## config.mk

```make
export PLATFORM = sky130hd
export DESIGN_NAME = akuma_motion_ctrl
export DESIGN_NICKNAME = d
export VERILOG_FILES = /design/src/rtl/akuma_motion_ctrl.sv
export SDC_FILE = /design/constraint.sdc
export NUM_CORES = 1
export LEC_CHECK = 0
export BUFFER_PORTS_ARGS = -buffer_cell sky130_fd_sc_hd__buf_2
export CORE_ASPECT_RATIO = 0.9
export CORE_MARGIN = 2
export CORE_UTILIZATION = 44
export DETAILED_ROUTE_END_ITERATION = 8
export SETUP_SLACK_MARGIN = 0.05
export SYNTH_ARGS = -nofsm -noshare
export SYNTH_HDL_FRONTEND = slang
export SYNTH_SLANG_ARGS = --single-unit
```

## constraint.sdc

```tcl
create_clock -name Clk -period 4.51 [get_ports Clk]
set_clock_uncertainty 0.05 [all_clocks]
set_input_delay 0.2255 -clock Clk [delete_from_list [all_inputs] [get_ports Clk]]
set_output_delay 0.2255 -clock Clk [all_outputs]
set_load 0.1 [all_outputs]
```

## src/rtl/akuma_motion_ctrl.sv

```systemverilog
// Akuma motion/animation sequencer.
// Turns held keys into IDLE/WALK/JUMP/PUNCH state, sprite position, facing,
// animation frame and punch hitbox enable. Everything advances once per
// video frame (frame_tick) unless frozen, and every output is a register.
module akuma_motion_ctrl #(
    parameter int X_INIT       = 100,
    parameter int GROUND_Y     = 240,
    parameter int X_MIN        = 0,
    parameter int X_MAX        = 499,
    parameter int WALK_STEP    = 3,
    parameter int JUMP_V0      = 12,
    parameter int GRAVITY      = 1,
    parameter int PUNCH_FRAMES = 12,
    parameter int ACT_START    = 3,
    parameter int ACT_END      = 8,
    parameter int ANIM_DIV     = 6
) (
    input  logic       Clk,
    input  logic       Reset,
    input  logic       frame_tick,
    input  logic       freeze,
    input  logic       key_left,
    input  logic       key_right,
    input  logic       key_jump,
    input  logic       key_punch,
    input  logic [9:0] opp_x,
    output logic [9:0] AkumaX,
    output logic [9:0] AkumaY,
    output logic       facing_left,
    output logic [2:0] frame_idx,
    output logic [1:0] state,
    output logic       punch_active
);

    typedef enum logic [1:0] {
        S_IDLE  = 2'd0,
        S_WALK  = 2'd1,
        S_JUMP  = 2'd2,
        S_PUNCH = 2'd3
    } state_t;

    localparam logic signed [10:0] L_STEP   = 11'(WALK_STEP);
    localparam logic signed [10:0] L_GROUND = 11'(GROUND_Y);

    state_t             r_state;
    logic [9:0]         r_x;
    logic [9:0]         r_y;
    logic               r_facing;
    logic [2:0]         r_frame;
    logic               r_punch_active;
    logic signed [7:0]  r_vy;
    logic [2:0]         r_anim_cnt;
    logic [3:0]         r_punch_cnt;
    logic signed [1:0]  r_jump_dir;

    logic               w_tick;
    logic               w_one_dir;
    logic signed [10:0] w_x_signed;
    logic signed [10:0] w_walk_dx;
    logic signed [10:0] w_jump_dx;
    logic [9:0]         w_x_walk;
    logic [9:0]         w_x_jump;
    logic signed [10:0] w_y_next;
    logic signed [7:0]  w_vy_dec;
    logic [3:0]         w_punch_inc;
    logic               w_anim_wrap;

    // X is computed signed so a step left of zero saturates instead of wrapping.
    function automatic logic [9:0] clampX(input logic signed [10:0] v);
        if (v < 11'(X_MIN))
            clampX = 10'(X_MIN);
        else if (v > 11'(X_MAX))
            clampX = 10'(X_MAX);
        else
            clampX = v[9:0];
    endfunction

    assign w_tick      = frame_tick & ~freeze;
    assign w_one_dir   = key_left ^ key_right;
    assign w_x_signed  = $signed({1'b0, r_x});
    assign w_walk_dx   = key_left ? -L_STEP : L_STEP;
    assign w_x_walk    = clampX(w_x_signed + w_walk_dx);
    assign w_x_jump    = clampX(w_x_signed + w_jump_dx);
    assign w_y_next    = $signed({1'b0, r_y}) - $signed({{3{r_vy[7]}}, r_vy});
    assign w_vy_dec    = r_vy - 8'(GRAVITY);
    assign w_punch_inc = r_punch_cnt + 4'd1;
    assign w_anim_wrap = (r_anim_cnt == 3'(ANIM_DIV - 1));

    // Horizontal drift while airborne follows the direction latched at takeoff.
    always_comb begin
        w_jump_dx = '0;
        if (r_jump_dir == 2'sb01)
            w_jump_dx = L_STEP;
        else if (r_jump_dir == 2'sb11)
            w_jump_dx = -L_STEP;
    end

    // Per-frame state machine: movement, physics, punch timing and outputs.
    always_ff @(posedge Clk) begin
        if (Reset) begin
            r_state        <= S_IDLE;
            r_x            <= 10'(X_INIT);
            r_y            <= 10'(GROUND_Y);
            r_facing       <= 1'b0;
            r_frame        <= 3'd0;
            r_punch_active <= 1'b0;
            r_vy           <= 8'sd0;
            r_anim_cnt     <= 3'd0;
            r_punch_cnt    <= 4'd0;
            r_jump_dir     <= 2'sb00;
        end else if (w_tick) begin
            case (r_state)
                S_IDLE, S_WALK: begin
                    r_facing <= (opp_x < r_x);
                    if (key_punch) begin
                        r_state        <= S_PUNCH;
                        r_punch_cnt    <= 4'd0;
                        r_frame        <= 3'd6;
                        r_punch_active <= (ACT_START == 0);
                    end else if (key_jump) begin
                        r_state <= S_JUMP;
                        r_vy    <= 8'(JUMP_V0);
                        r_frame <= (JUMP_V0 > 0) ? 3'd4 : 3'd5;
                        if (key_left && !key_right)
                            r_jump_dir <= 2'sb11;
                        else if (key_right && !key_left)
                            r_jump_dir <= 2'sb01;
                        else
                            r_jump_dir <= 2'sb00;
                    end else if (w_one_dir) begin
                        r_state <= S_WALK;
                        r_x     <= w_x_walk;
                        if (r_state != S_WALK) begin
                            r_anim_cnt <= 3'd0;
                            r_frame    <= 3'd0;
                        end else if (w_anim_wrap) begin
                            r_anim_cnt <= 3'd0;
                            r_frame    <= {1'b0, r_frame[1:0] + 2'd1};
                        end else begin
                            r_anim_cnt <= r_anim_cnt + 3'd1;
                        end
                    end else begin
                        r_state    <= S_IDLE;
                        r_frame    <= 3'd0;
                        r_anim_cnt <= 3'd0;
                    end
                end
                S_JUMP: begin
                    r_x <= w_x_jump;
                    if (w_y_next >= L_GROUND) begin
                        r_y     <= 10'(GROUND_Y);
                        r_vy    <= 8'sd0;
                        r_state <= S_IDLE;
                        r_frame <= 3'd0;
                    end else begin
                        r_y     <= w_y_next[9:0];
                        r_vy    <= w_vy_dec;
                        r_frame <= (w_vy_dec > 8'sd0) ? 3'd4 : 3'd5;
                    end
                end
                S_PUNCH: begin
                    if (r_punch_cnt == 4'(PUNCH_FRAMES - 1)) begin
                        r_state        <= S_IDLE;
                        r_punch_cnt    <= 4'd0;
                        r_frame        <= 3'd0;
                        r_punch_active <= 1'b0;
                    end else begin
                        r_punch_cnt    <= w_punch_inc;
                        r_punch_active <= (w_punch_inc >= 4'(ACT_START)) &&
                                          (w_punch_inc <= 4'(ACT_END));
                    end
                end
            endcase
        end
    end

    assign AkumaX       = r_x;
    assign AkumaY       = r_y;
    assign facing_left  = r_facing;
    assign frame_idx    = r_frame;
    assign state        = r_state;
    assign punch_active = r_punch_active;

endmodule

```

* Yosys cells after proc, flatten, opt, wreduce, memory -nomap -nowiden
Cells that the tools add are included.
** Operators by class
- Bitwise operators :: 5
- Equality and inequality tests :: 16
- Reduce and logical (&&, ||, !) cells :: 18
- Order comparisons :: 9
- Muxes and demuxes :: 42
- $add $sub $neg :: 7
** Operator list (number)
- 10-bit 2-to-1 mux :: 8
- 11-bit 2-to-1 mux :: 3
- 3-bit 2-to-1 mux :: 10
- 8-bit 2-to-1 mux :: 3
- 11-bit adder :: 2
- 11-bit by 10-bit > comparator with 1-bit output (second input constant) :: 2
- 11-bit by 1-bit less-than comparator with 1-bit output (second input constant) :: 2
- 10-bit one-hot mux with 2 select lines :: 1
- 8-bit one-hot mux with 2 select lines :: 1
- 2-bit != test (second input constant) :: 7
- 4-bit AND reduction :: 3
- 11-bit by 9-bit >= comparator with 1-bit output (second input constant) :: 1
- 11-bit by 8-bit subtractor with 11-bit output :: 1
- 10-bit less-than comparator :: 1
- 2-bit 2-to-1 mux :: 5
- 3-bit one-hot mux with 3 select lines :: 1
- 3-bit AND reduction :: 3
- 8-bit by 1-bit > comparator with 1-bit output (second input constant) :: 1
- 4-bit 2-to-1 mux :: 2
- 4-bit one-hot mux with 2 select lines :: 1
- 8-bit by 2-bit subtractor with 8-bit output (second input constant) :: 1
- 2-bit == test (second input constant) :: 3
- 6-bit != test (second input constant) :: 1
- 2-bit one-hot mux with 3 select lines :: 1
- other kinds (21) :: 33
** Word-level totals
- Input bits :: 18
- Flip-flop bits (word level) :: 44
- Output and inout bits :: 27
- Word-level logic and storage cells :: 107

* Depth between registers and ports, before layout
- Word-level depth :: 9
- Depth in mapped cells :: 12

* Worst setup path after synthesis
No wires, ideal clock.
- Kind :: reg-to-reg
- Start :: reg r_x[0] (netlist: AkumaX[0])
- End :: reg r_x[1] (netlist: AkumaX[1])
- Stages on the path, launching flop included :: 10
- Clock period less this slack :: 3.426 ns
- Data arrival time :: 3.306 ns
- Path buffers :: 0
- Slack :: 1.084 ns
- Library setup time :: 0.070 ns
- Cell sequence :: dfxtp_1 -> ha_1 -> inv_1 -> fa_1 -> or4_1 -> a21o_1 -> a22oi_2 -> nand3_1 -> a2111oi_0 -> o21bai_1
** On the way
- Longest elaborated chain between the ends :: 8
** Ends and longest elaborated chain
- start, declared :: RTL line 46 : logic [9:0] r_x;
- start signal, assigned :: RTL line 102 : r_x <= 10'(X_INIT);
- start signal, assigned :: RTL line 132 : r_x <= w_x_walk;
- start signal, assigned :: RTL line 149 : r_x <= w_x_jump;
- 11-bit adder :: RTL line 82 : assign w_x_walk = clampX(w_x_signed + w_walk_dx);
- 11-bit by 10-bit > comparator with 1-bit output :: RTL line 72 : else if (v > 11'(X_MAX))
- 10-bit 2-to-1 mux :: RTL line 72
- 10-bit 2-to-1 mux :: RTL line 70 : if (v < 11'(X_MIN))
- 10-bit 2-to-1 mux :: RTL line 130 : end else if (w_one_dir) begin
- 10-bit 2-to-1 mux :: RTL line 120 : end else if (key_jump) begin
- 10-bit 2-to-1 mux :: RTL line 115 : if (key_punch) begin
- 10-bit one-hot mux with 2 select lines * :: RTL line 112 : case (r_state)
Every way passes the cells marked *; elsewhere a longest branch is shown, timed or not. The select of a mux whose other input is x is not followed.
A chain may end at the register's enable or synchronous reset.

* Final worst setup path
- Start :: reg r_vy[0]
- End :: reg r_vy[3]
** On the way
- Longest elaborated chain between the ends :: 4
** Ends and longest elaborated chain
- start, declared :: RTL line 51 : logic signed [7:0] r_vy;
- start signal, assigned :: RTL line 122 : r_vy <= 8'(JUMP_V0);
- start signal, assigned :: RTL line 157 : r_vy <= w_vy_dec;
- 11-bit by 8-bit subtractor with 11-bit output :: RTL line 84 : assign w_y_next = $signed({1'b0, r_y}) - $signed({{3{r_vy[7]}}, r_vy});
- 11-bit by 9-bit >= comparator with 1-bit output :: RTL line 150 : if (w_y_next >= L_GROUND) begin
- 8-bit 2-to-1 mux * :: RTL line 150
- 8-bit one-hot mux with 2 select lines * :: RTL line 112
Every way passes the cells marked *; elsewhere a longest branch is shown, timed or not.

==> summary.txt <==
Run status
  • Status: finished clean

Placed design
  • I/O Buffers: 44
  • Placed cells: 733
  • DP HPWL: 9020 um
  • Placement Setup Slack: 1.21 ns
  • Final Wtd Congestion: 0.913

Final layout
  • Final net count: 672
  • # diodes: 0
  • Layout cells sized above 1: 11.2%
  • Area delta synth->final: 8.47%
  • Layout Cells excl Fill: 741
  • Final Util: 48.8%

Critical path
  • Critical path type: reg -> reg
  • Crit path arrival time: 3.43 ns
  • Worst endpoint required time: 4.62 ns
  • CP Capture Type: flip-flop
  • Critical path launch point type: flip-flop
  • Crit-path max FO: 12

STA
  • Setup TNS: 0 ns
  • Period utilization: between 70% and 80%
  • Worst-margin pin slew: 1.11 ns
  • Worst hold slack: 0.282 ns
  • RSZ-0062 raised after global routing: false
  • Relative slew slack: 25.8%
  • Setup violators final: 0
  • Final worst slack: 1.19 ns
  • Slew Limit Fails: 0
  • Final Hold Fails: 0
  • Min Tclk post-route: around 3.3 ns
  • Fmax: 301 MHz

Hold path
  • Min-Delay Path Class: in -> reg

Clocking
  • Clk root buf: clkbuf_8
  • H-tree depth: 2
  • Clock sink total: 44
  • Total CTS buffers: 5
  • Cts hold-fix bufs: 0
  • Maximum buffer depth of the clock tree: 2
  • Clock transition at path regs: 0.09 ns
  • CTS tree: done
  • Post-CTS resize count: 0
  • # Post-CTS Setup Buffers: 0
  • Clk_lat worst skew: approximately 0.30 ns

Floorplan
  • I/O Pins: 45
  • Die height: 98.3 um
  • Row cnt: 34
  • Die ar.: ~0.011 mm^2
  • Core area: about 0.0097 mm^2
  • Die width: 109 um
  • Initial Util: around 45%

Logic synthesis
  • Main synth FF type: dfxtp_1
  • Yosys reg bits: 44
  • Top-count cell post-synth: nor2_1
  • Syn_nets: 646
  • Syn Std Cell Area: between 0.004 and 0.005 mm^2
  • Yosys warns: 0
  • Synth Area in Compound Gates: 30.2%
  • Mean area per synthesized cell: 7.39 um^2
  • Async S/R FF share, synth: 0%
  • Seq/Total Area, Yosys: between 20% and 30%
  • Post-Synth XOR/XNOR Area: 4.43%
  • Main combinational cell family by area after synthesis: compound AO/OA/AOI/OAI gates
  • Simple-Gate Fraction of Synth Area: 27.3%
  • Number of distinct library cells after synthesis: between 70 and 80
  • Synth area leader: dfxtp_1
  • Synth top area share: roughly a fifth
  • Mux share of post-synthesis cell area: 0%
  • Synth Area in Adders: 12.0%
  • Syn Inst Count: 588
  • EDFF count, synth: 0
  • Synth top cells by count: nor2_1, a21oi_1, dfxtp_1, nand2_1, o21ai_0
  • Synth top area cells: dfxtp_1, ha_1, a21oi_1

Global route
  • Gr busiest metal: met1
  • Initial antenna violation count: 0
  • GRT Total Usage: ~23%
  • Met1 Use GR: 34.7%
  • Congestion Overflow GR: 0
  • Global-route wire length before repair: between 15000 and 20000 um
  • Via count of the first global-routing pass: 4088
  • Met3 usage: 3.54%
  • Largest net degree at the start of global routing: 45
  • M2 GR Usage: 33.6%

Detailed routing
  • DRT iter0 DRCs: ~220
  • DR vias/cell: 6.04
  • DRC violations left: 0
  • DR WL/cell: 15.8 um
  • Vias: 4474
  • Routed Antenna Nets: 0
  • DR pass1 iterations: 5
  • Routed wire length: 11700 um

Power and ir drop
  • Net Sw Power: 0.394 mW
  • Internal power: around 0.63 mW
  • Gate power share: 32.6%
  • Clock share of power: 26.1%
  • Static leakage: 1.76 nW
  • Seq pwr share: between 40% and 50%
  • Pwr Density: 218 mW/mm^2
  • Peak supply drop: 149 uV
  • Switching share of power: 38.4%

Job
  • Max-cap viol count: 0
power groups by stage:
stage	clock [mW]	combinational [mW]	sequential (mW)
floorplan	0	0.211	0.479
global placement	0	0.326	0.432
detailed placement	0	0.331	0.432
CTS	0.278	0.333	0.423
global route	0.292	0.370	0.426
finish	0.268	0.334	0.423
final timing paths:
check        cells after the start  slack (ns)                 startpoint                          to
max                             10        1.19       r_vy[0]$_SDFFE_PP0P_        r_vy[3]$_SDFFE_PP0P_
max reg2reg                     10        1.19       r_vy[0]$_SDFFE_PP0P_        r_vy[3]$_SDFFE_PP0P_
min reg2reg                      2        0.43  frame_idx[1]$_SDFFE_PP0P_   frame_idx[1]$_SDFFE_PP0P_
min                              4        0.28                  key_punch  r_jump_dir[1]$_SDFFE_PP0P_
layer usage:
layer	share of wire [%]	up-vias
met5	0	-
met4	1.4	0
met3	4.6	12
met2	43	109
met1	51	2095
li1	-	2258
worst max-delay path, stage by stage (launching register included):
cell and delay, ns:
dfxtp_1 0.40, ha_1 0.19, inv_1 0.05, fa_1 0.42, a211o_1 0.33, a211o_1 0.31
and2_4 0.19, xnor2_1 0.13, a311o_2 0.53, a211oi_4 0.47, nor4_1 0.11
layout make-up:
cell class	count	area, um^2
clock inverter	2	15.0
clock buffer	6	82.6
sequential	44	881
timing repair buffer	45	228
multi-input combinational	482	3210
tap	126	158
inverter	36	135
fill	950	4940
flip-flops by register name, indices dropped and copies added (netlist names), 2 cells and up:
| register | cells |
|---|---|
| state | 2 |
| frame_idx | 3 |
| AkumaY | 10 |
| r_jump_dir | 2 |
| r_anim_cnt | 3 |
| r_vy | 8 |
| AkumaX | 10 |
| r_punch_cnt | 4 |
cells in the final DEF (no fill, tap or decap), types with 5 or more instances in the layout:
| master | netlist | routed |
|---|---|---|
| or3_1 | 16 | 16 |
| a211oi_1 | 8 | 8 |
| nor2b_1 | 10 | 10 |
| dfxtp_1 | 44 | 44 |
| a31oi_1 | 17 | 17 |
| nor3_1 | 24 | 24 |
| nand4_1 | 11 | 11 |
| nand2_1 | 42 | 42 |
| nor2_1 | 54 | 54 |
| ha_1 | 37 | 37 |
| o211ai_1 | 6 | 6 |
| and3_1 | 6 | 6 |
| inv_1 | 35 | 35 |
| o21a_1 | 7 | 7 |
| xor2_1 | 7 | 7 |
| clkbuf_8 | 0 | 6 |
| o21ai_0 | 40 | 40 |
| a21oi_1 | 44 | 44 |
| nor4_1 | 8 | 8 |
| o32ai_1 | 8 | 8 |
| nand3_1 | 23 | 23 |
| nand2b_1 | 8 | 8 |
| xnor2_1 | 15 | 15 |
| buf_2 | 8 | 44 |
| and2_1 | 6 | 6 |
| a21o_1 | 5 | 5 |
cells by family (layout without fill, tap and decap cells):
logic type / count (synthesis) / in the layout
AND/OR/NAND/NOR: 230 / 230
AO/OA/AOI/OAI: 190 / 190
buffers and inverters: 62 / 89
flip-flops: 44 / 44
adder cells (fa/ha/maj): 40 / 40
XOR/XNOR: 22 / 22
through the flow:
stage	total power [mW]	cell area, um^2
6_report	1.03	4710
5_1_grt	1.09	4710
4_1_cts	1.03	4710
3_5_place_dp	0.762	4620
3_3_place_gp	0.757	4620
2_1_floorplan	0.690	4350
(Power assumes the default switching activity.)
